**config.mk**
```make
export PLATFORM = sky130hd
export DESIGN_NAME = axis_frame_streamer
export DESIGN_NICKNAME = d
export VERILOG_FILES = /design/src/rtl/axis_frame_streamer.sv
export SDC_FILE = /design/constraint.sdc
export NUM_CORES = 1
export LEC_CHECK = 0
export CAP_MARGIN = 40
export CORE_UTILIZATION = 54
export CTS_CLUSTER_DIAMETER = 30
export DETAILED_ROUTE_END_ITERATION = 6
export GPL_TIMING_DRIVEN = 0
export PLACE_DENSITY_LB_ADDON = 0.08
export SETUP_SLACK_MARGIN = 0.5
export SYNTH_ARGS = -nofsm -noshare
export SYNTH_HDL_FRONTEND = slang
export SYNTH_SLANG_ARGS = --single-unit
```
**constraint.sdc**
```tcl
create_clock -name clk -period 10.4 [get_ports clk]
set_clock_uncertainty 0.2 [all_clocks]
set_input_delay 2.6 -clock clk [delete_from_list [all_inputs] [get_ports clk]]
set_output_delay 2.6 -clock clk [all_outputs]
set_load 0.005 [all_outputs]
```
**src/rtl/axis_frame_streamer.sv**
```systemverilog
// Reads one frame of packed pixels from a synchronous frame memory and streams it in
// raster order on an AXIS master. Optional start-of-frame tuser: define AXIS_FRAME_SOF_EN.
module axis_frame_streamer #(
  parameter int AXIS_DATA_WIDTH = 64,
  parameter int IMG_WIDTH       = 16,
  parameter int IMG_HEIGHT      = 16,
  parameter int ADDR_WIDTH      = 9
) (
  input  logic                       clk,
  input  logic                       rst,
  input  logic                       i_start,
  input  logic [ADDR_WIDTH-1:0]      i_base_addr,
  output logic                       o_busy,
  output logic                       o_frame_done,
  output logic                       o_mem_rd_en,
  output logic [ADDR_WIDTH-1:0]      o_mem_rd_addr,
  input  logic [AXIS_DATA_WIDTH-1:0] i_mem_rd_data,
  output logic                       m_axis_img_tvalid,
  input  logic                       m_axis_img_tready,
  output logic [AXIS_DATA_WIDTH-1:0] m_axis_img_tdata,
  output logic                       m_axis_img_tlast
`ifdef AXIS_FRAME_SOF_EN
  ,
  output logic                       m_axis_img_tuser
`endif
);

  localparam int TOTAL = IMG_WIDTH * IMG_HEIGHT;
  localparam int CNT_W = $clog2(TOTAL + 1);
  localparam logic [CNT_W-1:0] TOTAL_C = CNT_W'(TOTAL);
  localparam logic [CNT_W-1:0] LAST_C  = CNT_W'(TOTAL - 1);

  typedef enum logic {S_IDLE = 1'b0, S_RUN = 1'b1} state_t;

  state_t                     state_q, state_d;
  logic [ADDR_WIDTH-1:0]      base_q, base_d;
  logic [CNT_W-1:0]           rd_cnt_q, rd_cnt_d;
  logic [CNT_W-1:0]           ld_cnt_q, ld_cnt_d;
  logic                       rd_en_q, rd_en_d;
  logic [ADDR_WIDTH-1:0]      rd_addr_q, rd_addr_d;
  logic                       inflight_q;
  logic [AXIS_DATA_WIDTH-1:0] fifo_q [2];
  logic                       fifo_wp_q, fifo_rp_q;
  logic [1:0]                 fifo_cnt_q, fifo_cnt_d;
  logic                       out_valid_q, out_valid_d;
  logic [AXIS_DATA_WIDTH-1:0] out_data_q, out_data_d;
  logic                       out_last_q, out_last_d;
  logic                       done_q, done_d;
`ifdef AXIS_FRAME_SOF_EN
  logic                       out_user_q, out_user_d;
`endif

  logic                       start_s, hs_s, last_hs_s, load_s;
  logic                       fifo_pop_s, fifo_push_s, bypass_s, ld_fire_s;
  logic [2:0]                 occ_s;
  logic [AXIS_DATA_WIDTH-1:0] ld_data_s;

  // Next-state logic: FSM, read issue, prefetch FIFO and output register.
  always_comb begin
    start_s     = (state_q == S_IDLE) && i_start;
    hs_s        = out_valid_q && m_axis_img_tready;
    last_hs_s   = hs_s && out_last_q;
    load_s      = !out_valid_q || hs_s;
    fifo_pop_s  = load_s && (fifo_cnt_q != 2'd0);
    // A return arriving while the FIFO is empty and the output register can load skips the FIFO.
    bypass_s    = load_s && (fifo_cnt_q == 2'd0) && inflight_q;
    fifo_push_s = inflight_q && !bypass_s;
    ld_fire_s   = fifo_pop_s || bypass_s;
    ld_data_s   = fifo_pop_s ? fifo_q[fifo_rp_q] : i_mem_rd_data;

    if (start_s) begin
      state_d = S_RUN;
    end else if (last_hs_s) begin
      state_d = S_IDLE;
    end else begin
      state_d = state_q;
    end

    done_d     = last_hs_s;
    base_d     = start_s ? i_base_addr : base_q;
    rd_cnt_d   = start_s ? {CNT_W{1'b0}} : rd_cnt_q + CNT_W'(rd_en_q);
    ld_cnt_d   = start_s ? {CNT_W{1'b0}} : ld_cnt_q + CNT_W'(ld_fire_s);
    fifo_cnt_d = fifo_cnt_q + 2'(fifo_push_s) - 2'(fifo_pop_s);
    // The read issued this cycle is the one in flight next cycle.
    occ_s      = 3'(fifo_cnt_d) + 3'(rd_en_q);
    rd_en_d    = (state_d == S_RUN) && (rd_cnt_d < TOTAL_C) && (occ_s < 3'd2);
    rd_addr_d  = rd_en_d ? base_d + ADDR_WIDTH'(rd_cnt_d) : rd_addr_q;

    out_valid_d = out_valid_q;
    out_data_d  = out_data_q;
    out_last_d  = out_last_q;
`ifdef AXIS_FRAME_SOF_EN
    out_user_d  = out_user_q;
`endif
    if (ld_fire_s) begin
      out_valid_d = 1'b1;
      out_data_d  = ld_data_s;
      out_last_d  = (ld_cnt_q == LAST_C);
`ifdef AXIS_FRAME_SOF_EN
      out_user_d  = (ld_cnt_q == {CNT_W{1'b0}});
`endif
    end else if (hs_s) begin
      out_valid_d = 1'b0;
      out_last_d  = 1'b0;
`ifdef AXIS_FRAME_SOF_EN
      out_user_d  = 1'b0;
`endif
    end else begin
      out_valid_d = out_valid_q;
    end
  end

  // State and datapath registers with synchronous reset.
  always_ff @(posedge clk) begin
    if (rst) begin
      state_q     <= S_IDLE;
      base_q      <= {ADDR_WIDTH{1'b0}};
      rd_cnt_q    <= {CNT_W{1'b0}};
      ld_cnt_q    <= {CNT_W{1'b0}};
      rd_en_q     <= 1'b0;
      rd_addr_q   <= {ADDR_WIDTH{1'b0}};
      inflight_q  <= 1'b0;
      for (int i = 0; i < 2; i++) fifo_q[i] <= {AXIS_DATA_WIDTH{1'b0}};
      fifo_wp_q   <= 1'b0;
      fifo_rp_q   <= 1'b0;
      fifo_cnt_q  <= 2'd0;
      out_valid_q <= 1'b0;
      out_data_q  <= {AXIS_DATA_WIDTH{1'b0}};
      out_last_q  <= 1'b0;
      done_q      <= 1'b0;
`ifdef AXIS_FRAME_SOF_EN
      out_user_q  <= 1'b0;
`endif
    end else begin
      state_q     <= state_d;
      base_q      <= base_d;
      rd_cnt_q    <= rd_cnt_d;
      ld_cnt_q    <= ld_cnt_d;
      rd_en_q     <= rd_en_d;
      rd_addr_q   <= rd_addr_d;
      inflight_q  <= rd_en_q;
      if (fifo_push_s) fifo_q[fifo_wp_q] <= i_mem_rd_data;
      fifo_wp_q   <= fifo_wp_q ^ fifo_push_s;
      fifo_rp_q   <= fifo_rp_q ^ fifo_pop_s;
      fifo_cnt_q  <= fifo_cnt_d;
      out_valid_q <= out_valid_d;
      out_data_q  <= out_data_d;
      out_last_q  <= out_last_d;
      done_q      <= done_d;
`ifdef AXIS_FRAME_SOF_EN
      out_user_q  <= out_user_d;
`endif
    end
  end

  assign o_busy            = (state_q == S_RUN);
  assign o_frame_done      = done_q;
  assign o_mem_rd_en       = rd_en_q;
  assign o_mem_rd_addr     = rd_addr_q;
  assign m_axis_img_tvalid = out_valid_q;
  assign m_axis_img_tdata  = out_data_q;
  assign m_axis_img_tlast  = out_last_q;
`ifdef AXIS_FRAME_SOF_EN
  assign m_axis_img_tuser  = out_user_q;
`endif

endmodule

```
==> results.md, run 1 <==
* Asr flop ratio synth at 0
* Final WL at 24.55 mm
* Worst skew pair latency at 0.52 ns
* Synth Warn # at 0
* Met1 Wirelength at 10.78 mm
* Metal3 WL at 1.445 mm
* H-tree levels at 2
* Synth unique cells at 47
* First-pass GRT wire length at 38.95 mm
* Psw at 0.001177 W
* Routability cong. at 0.8069
* Mapped Cells at 896
* #FFs+latches synth at 238
* WP data required at 10.62 ns
* Pin count of the biggest net entering global routing at 49
* Flop pwr share at 0.320
* # rows at 50
* Gr ovfl total at 0
* Synthesized cell area at 10310 um2
* Fin Setup TNS at 0 ns
* Crit path max-delay cell type: clkdlybuf4s50_1
* CTS root buffer: clkbuf_16
* Most common cell after layout, fill and taps aside: clkdlybuf4s50_1
* Leakage at 5.225 nW
* Clock Pin Slew Worst Setup and Hold Paths at 0.04 ns
* Power Density at 279.9 nW/um2
* Die height at 140.2 um
* CTS tree: yes
* Final Hold Fails at 0
* Layout Nets at 1192
* Worst-path fanout max at 10
* Fin crit share at 0.5352
* CP bufs+invs at 4
* Post-route ant nets at 0
* Syn avg cell area at 11.51 um2
* CTS resizes at 0
* Vias at 7604
* CP startpoint kind: input port
* Largest stage delay on the critical path at 0.42 ns
* Number of antenna violations at the first check in global routing at 0
* Slew Limit Headroom at 0.4767
* I/O Pins at 155
* Int Power at 0.002685 W
* Clock sink total at 238
* Area Growth Syn to Fin at 33.77%
* Total die area at 19660 um2
* # DRC at 0
* Max Cap Viol at 0
* Vias in the first global route at 7589
* Iteration-0 DRC Markers at 384
* Uppermost layer routed: met4
* RSZ-0062 raised after global routing: false
* DR pass1 iterations at 7
* Slew Viols, Final at 0
* Critical path's top delay family: buffers and inverters
* Post-CTS Hold Buffers at 0
* Area of the core at 18710 um2
* Post-synth EDFFs at 128
* Final setup violation count at 0
* Seq/Total Area, Yosys at 0.5861
* DR vias/cell at 5.546
* Layout cells sized above 1 at 0.1645
* Port Buffers at 153
* Diode count at 0
* Crit path cell chain: clkdlybuf4s50_1 > nand2b_1 > clkbuf_1 > clkbuf_1 > nand2_1 > nand2_1 > ha_1 > inv_1 > fa_1 > nand2b_1 > a21oi_1 > a41oi_1 > xnor2_1 > a211oi_1
* Max IR drop VDD at 0.1726 mV
* Top FF cell, synth: edfxtp_1
* Filler Cell Count at 1329
* CTS buffer count at 45
* Setup bufs post-CTS at 0
* Slew @ Worst Pin at 0.7807 ns
* Die W at 140.2 um
* Peak Freq at 179.7 MHz
* WL met2 at 11.80 mm
* Arr. time, crit path at 5.79 ns
* Gate power share at 0.304
* Total power at 0.003862 W
* Net Sw Frac at 0.3048
* Setup crit end kind: register
* Area after DPL at 12260 um2
* Clock power frac at 0.375
* Syn nets at 988
* Worst Hold Class: reg2reg
* Highest-count cells in the layout ignoring fill and taps: 153 x clkdlybuf4s50_1, 131 x and2_1, 128 x edfxtp_1, 110 x dfxtp_1, 101 x nand2_1
* Outcome: finished clean
* Initial core utilization at 0.5514
* WL/cell at 17.90 um
* Clk buf depth at 3
* Design area at 13800 um2
* Fin crit period at 5.566 ns
* Crit Path Category: in2reg
* GRT Total Usage at 0.2547
* Post-DP HPWL at 16.50 mm
[cell usage after synthesis, types with 8 or more instances]
master	number	area (um2)
and2_1	131	819.5
edfxtp_1	128	3844
dfxtp_1	110	2202
nand2_1	101	379.1
a21oi_1	88	440.4
mux2_2	58	653.1
o221ai_1	58	508.0
clkbuf_1	26	97.59
buf_2	23	115.1
nor2_1	23	86.33
ha_1	14	175.2
o21ai_0	12	60.06
nand3_1	11	55.05
xnor2_1	10	87.58
xor2_1	10	87.58
and3_1	9	56.30
mux2i_1	8	80.08
[cell families after synthesis]
kind of cell / share of synthesized area
buf+inv: 0.03566
flops: 0.5861
compound gates: 0.1167
xor+xnor: 0.01698
mux: 0.07108
fa+ha+maj: 0.01892
simple gates: 0.1545
[worst paths after layout]
path / endpoint / cells after the start / slack (ns) / startpoint
worst max-delay path: o_mem_rd_addr[8]$_SDFFE_PP0P_ / 14 / 4.83 / i_start
worst min-delay path: m_axis_img_tdata[57]$_SDFFE_PP0N_ / 2 / 0.25 / m_axis_img_tdata[57]$_SDFFE_PP0N_
worst max register to register: o_mem_rd_addr[8]$_SDFFE_PP0P_ / 13 / 6.92 / o_busy$_SDFF_PP0_
worst min register to register: m_axis_img_tdata[57]$_SDFFE_PP0N_ / 2 / 0.25 / m_axis_img_tdata[57]$_SDFFE_PP0N_
[state kept, by name, indices dropped and copies added (netlist names), 2 cells and up]
signal / flops
base_q: 9
rd_cnt_q: 9
ld_cnt_q: 9
o_mem_rd_addr: 9
fifo_cnt_q: 2
m_axis_img_tdata: 64
fifo_q: 128
[per-layer routing]
layer / up-vias / GRT usage
met2: 238 / 0.4237
li1: 3659 / -
met3: 46 / 0.04615
met5: - / 0
met1: 3661 / 0.3345
met4: 0 / 0.09138
[power groups by stage]
stage                     logic (W)  registers [W]  clock network (W)
final                       0.00118        0.00124            0.00145
after CTS                   0.00118        0.00124            0.00147
after global routing        0.00127        0.00125            0.00152
after global placement      0.00115        0.00126                  0
after floorplan            0.000666        0.00126                  0
after detailed placement    0.00117        0.00125                  0
[worst reg2reg max path: cells and delay by family (launching register included)]
family,cells,cell delay (ns)
buffers and inverters,3,0.80
adders and majority gates,2,0.57
xor gates and xnor gates,1,0.17
DFF,1,0.37
and+or+nand+nor,4,0.53
AOI/OAI and AO/OA,3,0.75
[through the flow]
step | util | hold WS, ns | setup WS, ns | instances
after floorplan | - | 0.2443 | 2.229 | 896
after global placement | 0.6490 | 0.2415 | -1.276 | 1283
after detailed placement | 0.6552 | 0.2472 | 4.341 | 1287
after CTS | 0.7377 | 0.2533 | 4.836 | 1371
after global routing | 0.7377 | 0.2665 | 4.522 | 1371
final | 0.7377 | 0.2505 | 4.834 | 1371
[final cells by class]
cell class / count / area [um2] / area share
Buffer: 64 / 341.6 / 0.02476
Clock buffer: 57 / 1211 / 0.08778
Clock inverter: 27 / 331.6 / 0.02403
Inverter: 7 / 26.28 / 0.001904
Multi-Input combinational cell: 587 / 3915 / 0.2837
Sequential cell: 238 / 6046 / 0.4382
Tap cell: 234 / 292.8 / 0.02122
Timing Repair Buffer: 157 / 1634 / 0.1184
No activity file was read; power rests on OpenSTA's default activity.
==> run 2, diff against run 1 <==
Settings changed: CORE_UTILIZATION 54 to 49.
Clock period 10.4 ns to 5.1 ns, I/O delays scaled along.
==> run 2 against run 1 <==
Against the previous run:
- first-iteration DRC count rose by 6.8%
- cell area is 0.14% lower
- hold slack got worse by 0.0020 ns
- largest cell class unchanged
- largest power group unchanged
- register-to-register slack worse by 5.3 ns
- clock power up 100%
- cell count rose by 2.6%
- clock-buffer cell count is 11 higher
- routed wire length increased by 2.6%
- critical path type unchanged
- highest routed layer is now met5
- critical endpoint unchanged
==> results.md, run 2 (synthesis results as in run 1) <==
* Max IR drop VDD at 0.3064 mV
* Gr ovfl total at 0
* Clock sink total at 238
* Area after DPL at 12260 um2
* Fin crit share at 0.8360
* # DRC at 0
* Crit Path Category: in2reg
* WL/cell at 17.89 um
* Reg with most FFs: fifo_q
* Pin count of the biggest net entering global routing at 37
* R2r startpoint: o_busy$_SDFF_PP0_
* CTS resizes at 0
* Most common cell after layout, fill and taps aside: clkdlybuf4s50_1
* Final Hold Fails at 0
* Vias at 7571
* WP data required at 5.32 ns
* CP endpoint: o_mem_rd_addr[8]$_SDFFE_PP0P_
* Die W at 147.1 um
* Total die area at 21640 um2
* Total power at 0.007836 W
* Slew Limit Headroom at 0.4494
* Area Growth Syn to Fin at 33.58%
* GRT Total Usage at 0.2396
* Post-CTS Hold Buffers at 0
* Slew Viols, Final at 0
* Routability cong. at 0.8257
* RR Endpoint: o_mem_rd_addr[8]$_SDFFE_PP0P_
* Worst-path fanout max at 10
* Setup ws final at 0.8362 ns
* Diode count at 0
* Slew @ Worst Pin at 0.8214 ns
* CTS tree: yes
* Max Cap Viol at 0
* Layout Nets at 1192
* Clk buf depth at 3
* Design area at 13780 um2
* H-tree levels at 2
* Number of flip-flops in the largest register at 128
* Power Density at 568.7 nW/um2
* DR pass1 iterations at 7
* Initial core utilization at 0.5049
* Setup crit end kind: register
* RSZ-0062 raised after global routing: false
* Leakage at 5.210 nW
* Die height at 147.1 um
* Place WS at 0.3549 ns
* DR vias/cell at 5.381
* I/O Pins at 155
* Vias in the first global route at 7667
* Area occupied by multi-input gates at 3915 um2
* Peak Freq at 234.5 MHz
* Number of antenna violations at the first check in global routing at 1
* Fin crit period at 4.264 ns
* Worst Reg-to-Reg Cells at 13
* # rows at 52
* Setup bufs post-CTS at 0
* CP startpoint kind: input port
* Layout cells sized above 1 at 0.1601
* First-pass GRT wire length at 40.53 mm
* Arr. time, crit path at 4.49 ns
* Worst skew pair latency at 0.52 ns
* Post-DP HPWL at 16.67 mm
* R2r setup slk at 1.60 ns
* Filler Cell Count at 1626
* Post-route ant nets at 0
* Final setup violation count at 0
* CTS root buffer: clkbuf_16
* Outcome: finished clean
* Worst Hold Class: reg2reg
* Clock Pin Slew Worst Setup and Hold Paths at 0.04 ns
* Final WL at 25.18 mm
* Highest-count cells in the layout ignoring fill and taps: 153 x clkdlybuf4s50_1, 131 x and2_1, 128 x edfxtp_1, 110 x dfxtp_1, 101 x nand2_1
* CP startpoint: i_start
* Iteration-0 DRC Markers at 410
* CTS buffer count at 46
* Reg area at 6046 um2
* Area of the core at 20430 um2
* Port Buffers at 153
run 2: cell count changes in the layout (fill, tap and decap cells not counted), sizes merged:
cell and delta:
buf -1, bufinv -2, clkbuf +11, clkinvlp -5, inv -3
run 2: area by class of cell:
cell class / instances / share of cell area
Buffer: 64 / 0.02479
Clock buffer: 68 / 0.09544
Clock inverter: 17 / 0.01489
Inverter: 7 / 0.001907
Multi-Input combinational cell: 587 / 0.2841
Sequential cell: 238 / 0.4388
Tap cell: 270 / 0.02452
Timing Repair Buffer: 156 / 0.1155
run 2: per-layer routing:
metal  track usage  share of wire  vias to the layer above
met5             0        0.00048                        -
met4       0.06856          0.015                        2
met3       0.04783          0.053                       37
met2        0.3993           0.49                      178
met1        0.3169           0.45                     3687
li1              -              -                     3667
run 2: metrics by stage:
stage                     TNS, ns  hold WS [ns]  std cells  utilization
after global routing            0        0.2647       1407       0.6744
after global placement     -64.76        0.2424       1319       0.5966
after detailed placement        0        0.2465       1322       0.6000
final                           0        0.2485       1407       0.6744
after floorplan                 0        0.2443        896            -
after CTS                       0        0.2526       1407       0.6744
run 2: worst max-delay path, stage by stage:
cell and delay [ns]:
clkdlybuf4s50_1 0.41, nand2b_1 0.07, clkbuf_1 0.33, clkbuf_1 0.40, nand2_1 0.13, nand2_1 0.11
ha_1 0.19, inv_1 0.06, fa_1 0.38, nand2b_1 0.18, a21oi_1 0.29, a41oi_1 0.25
xnor2_1 0.18, a211oi_1 0.23
run 2: worst min-delay path by stage:
stage	from	endpoint	slack, ns	cells past startpoint
2_1_floorplan	base_q[0]$_SDFF_PP0_	base_q[0]$_SDFF_PP0_	0.24	2
3_3_place_gp	m_axis_img_tdata[61]$_SDFFE_PP0N_	m_axis_img_tdata[61]$_SDFFE_PP0N_	0.24	2
3_5_place_dp	m_axis_img_tdata[52]$_SDFFE_PP0N_	m_axis_img_tdata[52]$_SDFFE_PP0N_	0.25	2
4_1_cts	m_axis_img_tdata[52]$_SDFFE_PP0N_	m_axis_img_tdata[52]$_SDFFE_PP0N_	0.25	2
5_1_grt	m_axis_img_tdata[33]$_SDFFE_PP0N_	m_axis_img_tdata[33]$_SDFFE_PP0N_	0.26	2
6_report	m_axis_img_tdata[30]$_SDFFE_PP0N_	m_axis_img_tdata[30]$_SDFFE_PP0N_	0.25	2
run 2: power by group:
group	internal, W	switching (W)	leakage, nW
registers	0.00237	0.000163	2.22
logic	0.00111	0.00128	2.24
clock network	0.00198	0.000941	0.741
total	0.00545	0.00238	5.21
